**config.mk**
```make
export PLATFORM = sky130hd
export DESIGN_NAME = exc_sequencer
export DESIGN_NICKNAME = d
export VERILOG_FILES = /design/src/rtl/exc_sequencer.sv
export SDC_FILE = /design/constraint.sdc
export NUM_CORES = 1
export LEC_CHECK = 0
export ABC_AREA = 1
export CAP_MARGIN = 20
export CORE_AREA = 5 5 103 105
export CTS_CLUSTER_SIZE = 8
export DETAILED_ROUTE_END_ITERATION = 10
export DIE_AREA = 0 0 108 110
export PLACE_DENSITY = 0.78
export SLEW_MARGIN = 20
export SYNTH_ARGS = -nofsm -noshare
export SYNTH_HDL_FRONTEND = slang
export SYNTH_SLANG_ARGS = --single-unit
```
**constraint.sdc**
```tcl
create_clock -name Clk -period 1.8 [get_ports Clk]
set_clock_uncertainty 0.2 [all_clocks]
set_input_delay 0.27 -clock Clk [delete_from_list [all_inputs] [get_ports Clk]]
set_output_delay 0.27 -clock Clk [all_outputs]
set_load 0.01 [all_outputs]
```
**src/rtl/exc_sequencer.sv**
```systemverilog
// Exception/interrupt/ERET sequencer: drains the pipeline, writes the cp0
// exception-save fields and redirects the PC to the handler or to EPC.
module exc_sequencer #(
  parameter logic [31:0] HANDLER_VEC  = 32'h0000_0180,
  parameter int unsigned FLUSH_CYCLES = 3
) (
  input  logic        Clk,
  input  logic        Reset,
  input  logic        Intr_req,
  input  logic        Exc_ov,
  input  logic        Exc_ri,
  input  logic        Exc_sys,
  input  logic        Exc_bp,
  input  logic [31:0] Exc_pc,
  input  logic [31:0] Intr_pc,
  input  logic        Eret,
  input  logic [31:0] Cp0_epc,
  input  logic        Wb_cp0_w_en_in,
  output logic        Cu_cp0_w_en,
  output logic [4:0]  Cu_exec_code,
  output logic [31:0] Epc,
  output logic        Wb_cp0_w_en,
  output logic        Cu_cp0_eret,
  output logic        Flush,
  output logic        Stall,
  output logic        Pc_redirect,
  output logic [31:0] Pc_target,
  output logic        Busy
);

  typedef enum logic [2:0] {
    S_IDLE,
    S_FLUSH,
    S_SAVE,
    S_REDIRECT,
    S_ERET_FLUSH,
    S_ERET_REDIR
  } state_t;

  state_t      r_state;
  state_t      w_state_nxt;
  logic [3:0]  r_cnt;
  logic [4:0]  r_code;
  logic [31:0] r_epc;
  logic [31:0] r_target;

  logic        w_any_src;
  logic [4:0]  w_src_code;
  logic [31:0] w_src_pc;
  logic        w_latch;
  logic        w_cnt_load;
  logic        w_cnt_dec;
  logic        w_tgt_load;

  assign w_any_src = Intr_req | Exc_ov | Exc_ri | Exc_sys | Exc_bp;

  // Fixed-priority source select; the interrupt saves the oldest uncommitted PC.
  always_comb begin
    w_src_code = 5'd0;
    w_src_pc   = Exc_pc;
    if (Intr_req) begin
      w_src_code = 5'd0;
      w_src_pc   = Intr_pc;
    end else if (Exc_ov) begin
      w_src_code = 5'd12;
    end else if (Exc_ri) begin
      w_src_code = 5'd10;
    end else if (Exc_sys) begin
      w_src_code = 5'd8;
    end else if (Exc_bp) begin
      w_src_code = 5'd9;
    end
  end

  always_ff @(posedge Clk) begin
    if (Reset) begin
      r_state  <= S_IDLE;
      r_cnt    <= '0;
      r_code   <= '0;
      r_epc    <= '0;
      r_target <= '0;
    end else begin
      r_state <= w_state_nxt;
      if (w_latch) begin
        r_code <= w_src_code;
        r_epc  <= w_src_pc;
      end
      if (w_cnt_load) begin
        r_cnt <= 4'(FLUSH_CYCLES);
      end else if (w_cnt_dec) begin
        r_cnt <= r_cnt - 4'd1;
      end
      if (w_tgt_load) begin
        r_target <= Cp0_epc;
      end
    end
  end

  // Every output except the WB write gate is a pure decode of r_state and
  // the latched registers; requests are only looked at in IDLE.
  always_comb begin
    w_state_nxt  = r_state;
    w_latch      = 1'b0;
    w_cnt_load   = 1'b0;
    w_cnt_dec    = 1'b0;
    w_tgt_load   = 1'b0;
    Cu_cp0_w_en  = 1'b0;
    Cu_exec_code = '0;
    Epc          = '0;
    Wb_cp0_w_en  = 1'b0;
    Cu_cp0_eret  = 1'b0;
    Flush        = 1'b0;
    Stall        = 1'b0;
    Pc_redirect  = 1'b0;
    Pc_target    = '0;
    Busy         = 1'b0;
    case (r_state)
      S_IDLE: begin
        Wb_cp0_w_en = Wb_cp0_w_en_in;
        if (w_any_src) begin
          w_state_nxt = S_FLUSH;
          w_latch     = 1'b1;
          w_cnt_load  = 1'b1;
        end else if (Eret) begin
          w_state_nxt = S_ERET_FLUSH;
        end
      end
      S_FLUSH: begin
        Flush = 1'b1;
        Stall = 1'b1;
        Busy  = 1'b1;
        if (r_cnt <= 4'd1) begin
          w_state_nxt = S_SAVE;
        end else begin
          w_cnt_dec = 1'b1;
        end
      end
      S_SAVE: begin
        Cu_cp0_w_en  = 1'b1;
        Cu_exec_code = r_code;
        Epc          = r_epc;
        Stall        = 1'b1;
        Busy         = 1'b1;
        w_state_nxt  = S_REDIRECT;
      end
      S_REDIRECT: begin
        Pc_redirect = 1'b1;
        Pc_target   = HANDLER_VEC;
        Busy        = 1'b1;
        w_state_nxt = S_IDLE;
      end
      S_ERET_FLUSH: begin
        Flush       = 1'b1;
        Stall       = 1'b1;
        Busy        = 1'b1;
        w_tgt_load  = 1'b1;
        w_state_nxt = S_ERET_REDIR;
      end
      S_ERET_REDIR: begin
        Cu_cp0_eret = 1'b1;
        Pc_redirect = 1'b1;
        Pc_target   = r_target;
        Busy        = 1'b1;
        w_state_nxt = S_IDLE;
      end
      default: begin
        w_state_nxt = S_IDLE;
      end
    endcase
  end

endmodule

```
; ---- Word-level counts from Yosys, hierarchy flattened
; Cells that the tools add are included.
[totals]
reg_bits = 76
input_bits = 105
output_inout_bits = 76
elab_cells = 54
[classes]
addsub = 1
order_cmp = 1
n_eq_ne = 7
muxes = 27
bitwise = 4
reduce_logical = 8
[ops]
columns = op, n
row1 = two-way mux 32 bit, 2
row2 = case mux 32 bit (2 select lines), 1
row3 = two-way mux 4 bit, 5
row4 = two-way mux 1 bit, 12
row5 = case mux 3 bit (4 select lines), 1
row6 = two-way mux 3 bit, 3
row7 = "== test 3 x 2 -> 1 bit, second input constant", 2
row8 = "== test 3 bit, second input constant", 2
row9 = OR reduction 2 bit, 3
row10 = two-way mux 5 bit, 1
row11 = OR reduction 5 bit, 1
row12 = "less-or-equal comparator 4 x 1 -> 1 bit, second input constant", 1
row13 = two-way mux 2 bit, 2
row14 = OR 1 bit, 4
row15 = "subtractor 4 x 1 -> 4 bit, second input constant", 1
row16 = "== test 3 x 1 -> 1 bit, second input constant", 1
row17 = zero test 3 bit, 1
row18 = "!= test 3 bit, second input constant", 1
row19 = OR reduction 3 bit, 1
row20 = "!= test 2 bit, second input constant", 1
row21 = AND reduction 2 bit, 1
row22 = nonzero test 2 bit, 1

; ---- Depth between registers and ports, before layout
[depth]
depth_word = 7
depth_mapped = 10
mapped_depth_nobuf = 10

; ---- Least setup slack after synthesis
; Ideal clock, no wire load.
[synth_path]
path_type = reg-to-output
startpoint = register r_state[2]
endpoint = output port Cu_exec_code[0]
arrival_ns = 1.029
required_ns = 1.330
slack_ns = 0.301
path_stages_with_launch = 6
path_buffers = 2
cell_sequence = dfxtp_1 inv_1 nand3_1 buf_2 buf_2 nor2_1
[synth_between]
elab_chain_len = 2
[synth_lines]
columns = item, line
row1 = start: declaration, 40  ; state_t r_state;
row2 = start signal: assignment, 83  ; r_state <= w_state_nxt;
row3 = == test 3 x 2 -> 1 bit, 117  ; case (r_state)
row4 = two-way mux 5 bit, 117
row5 = end: declaration, 20  ; output logic [4:0] Cu_exec_code,
; No other way between the ends.

; ---- Final worst setup path
[layout_path]
startpoint = register r_state[1]
endpoint = output port Pc_target[15]
[layout_between]
elab_chain_len = 2
word_cells_on_any_way = 3
classes_between = eq/ne (2) / mux (1)
[layout_lines]
columns = item, line
row1 = == test 3 bit / == test 3 x 2 -> 1 bit (equally long branches), 117
row2 = case mux 32 bit (2 select lines) *, 117
row3 = end: declaration, 27  ; output logic [31:0] Pc_target,
; Every way passes the cells marked *; elsewhere a longest branch is shown, timed or not.

==> results.cfg <==
[status]
run_status = complete, but fails checks
violations = negative setup slack

[timing]
final.setup.worst_slack_ns = -0.0979
layout_min_cycle_time_ns = 1.90
timing_max_transition_violations_final = 0
timing.final.crit_share = 1.05
timing_hold_violations_final = 0
grt_setup_unrepaired = true
setup_viol = 36
maxClockFrequency_mhz = 527

[synth]
ys_top_cells_by_area = dfxtp_1, nor2_1, nand2_1, inv_1, o21ai_0
yosys.cell_types.count = 26
syn-instance-count = 597
synthDominantAreaCellType = dfxtp_1
synth.top_cell.area_share = 0.399
yosys_register_bits = 75
synth.cell_area_um2 = 3760
post_synth.cell_area_avg_um2 = 6.30
yosysWarnings = 0
seq_area_frac_synth = 0.399
syn_nets = 704

[grt]
grt_pass1_vias = 4092
grt_pass1_wl_mm = 18.7
groute.usage.overall = 0.199
grt_start_max_net_pins = 55
grt_overflow = 0
antenna_found_initial = 0

[route]
drt_iter0_drc = 233
routed-wl-met3_mm = 1.38
routed.top_layer = met4
ant_nets = 0
detailedRoute.firstPassIterationCount = 4
wirelength_mm = 12.6
average_vias_per_placed_instance = 4.67
detail_route.wirelength.met1_mm = 4.96
met2_length_mm = 6.05
dr_total_vias = 4314
post_route_drc = 0
wl_per_cell_um = 13.6

[finish]
design.final.nets = 893
layout-drive-gt1-share = 0.250
design_area_um2 = 6250
layoutNonFillerInstCount = 924
insertedDiodeCount = 0
post_route_utilization = 0.655
area_growth_pct = 66.2

[placed_design]
dpl_cell_area_um2 = 5810
detailedPlacementHpwl_mm = 9.20
gp_congestion = 0.805
place_worst_setup_slack_ns = -0.166
dp_cells = 903
port_buffers = 179

[power]
pwr-share-seq = 0.366
irDropWorstVdd_uv = 443
static-leakage-power_nw = 2.79
share_comb_of_total_power = 0.397
sw_frac_of_total = 0.362
share_clk_of_total_power = 0.238
power.switching_w = 0.00212
power_report.internal_total_w = 0.00375
post-layout-total-power_w = 0.00588
power.density_cell_area_nw_per_um2 = 940

[clocking]
root_buffer = clkbuf_8
htree_num_levels = 3
number_of_buffers_inserted_for_hold_repair_after_clock_tree_synthesis = 0
clock_tree.buffer_depth = 2
cts-buffers-inserted = 9
numClockSinks = 75
clkLatencyLatePin_ns = 0.35
cts.reportedPaths.clkPinSlew_ns = 0.08
cts_tree = yes

[critical_path]
worst-endpoint-required_ns = 1.33
critical_path_class = reg -> out
crit_path_max_fanout = 8
start_kind = register
setup.worst_path.end_class = output pin
cpPeakStageDelay_ns = 0.38
worst_path_max_delay_cell = dfxtp_4
cp_arrival_ns = 1.43
cp_cell_sequence = inv_4 -> nand3_4 -> clkbuf_16 -> nor2_2 -> buf_2

[die]
design.die.area_um2 = 11900
rows = 36
die-width_um = 108
core_area_um2 = 9550
initial_utilization = 0.394
ios = 181
die_h_um = 110

[min_path]
hold_crit_class = reg -> reg

[run]
maxCapViolations = 0
[critical path: cells and delay by family (launching register included)]
family | cells | cell delay [ns]
AND/OR/NAND/NOR | 2 | 0.24
flip-flops | 1 | 0.38
buffers and inverters | 3 | 0.44
[routing by layer]
metal	GRT usage	up-vias
met1	0.232	1933
met3	0.0699	12
li1	-	2178
met5	0	-
met2	0.333	191
met4	0.0812	0
[synthesized netlist by cell type (all sizes together)]
master  number
xor2         1
ha           2
conb         1
nand3       13
nand2      129
buf         21
a21oi       32
dfxtp       75
clkbuf      15
nand3b       1
nand4        2
inv         89
nor3         2
nor2       144
o21ai       70
[state kept, by name (all words and copies together), names as in the netlist]
signal    cells
r_target     32
r_epc        32
r_code        4
r_cnt         4
r_state       3
[path summary, 6_finish.rpt]
check	from	to	slack [ns]	cells past startpoint
max	r_state[1]	Pc_target[15]	-0.1	5
min	r_target[9]	r_target[9]	0.27	2
max reg2reg	r_state[2]	r_code[3]	0.10	10
min reg2reg	r_target[9]	r_target[9]	0.27	2
[final cells by class]
type | count | area [um2]
Fill cell | 858 | 3300
Multi-Input combinational cell | 397 | 2010
Timing Repair Buffer | 213 | 1990
Sequential cell | 75 | 1510
Inverter | 89 | 354
Tap cell | 133 | 166
Clock buffer | 11 | 131
Clock inverter | 5 | 77.6
Timing Repair inverter | 1 | 8.76
[what timing repair did]
item                                   4_1_cts  5_1_grt
endpoints found under the hold margin        0        0
setup endpoints to repair                  107      113
resized for setup                          268      168
buffers inserted                             0        1
pin swaps                                    0        3
gates cloned                                 0        4
[cell families after synthesis]
logic type / share of synthesized area
AO/OA/AOI/OAI: 0.142
other: 0.000997
adder cells (fa/ha/maj): 0.00665
flip-flops: 0.399
XOR/XNOR: 0.00233
AND/OR/NAND/NOR: 0.306
buffers and inverters: 0.143
[power by group through the flow]
stage | sequential, W | clock (W) | combinational (W)
floorplan | 0.00212 | 0 | 0.00134
global placement | 0.00214 | 0 | 0.00212
detailed placement | 0.00216 | 0 | 0.00217
CTS | 0.00213 | 0.00143 | 0.00213
global route | 0.00218 | 0.00150 | 0.00263
finish | 0.00215 | 0.00140 | 0.00233
[placed cells by master, fill, tap and decap left out, types with 6 or more instances in the layout]
| master | n |
|---|---|
| nand2_1 | 123 |
| o21ai_1 | 18 |
| o21ai_2 | 8 |
| buf_6 | 30 |
| buf_4 | 24 |
| nor2_4 | 23 |
| clkdlybuf4s50_1 | 104 |
| buf_2 | 39 |
| clkbuf_8 | 9 |
| inv_1 | 81 |
| nor2_1 | 103 |
| nand3_2 | 6 |
| nor2_2 | 18 |
| o21ai_0 | 44 |
| dfxtp_1 | 72 |
| a21oi_1 | 31 |
[metrics by stage]
step	TNS, ns	hold WS (ns)
floorplan	0	0.142
global placement	-6.17	0.238
detailed placement	-11.18	0.243
CTS	-3.12	0.255
global route	-5.41	0.291
finish	-1.82	0.273
(Power assumes the default switching activity.)
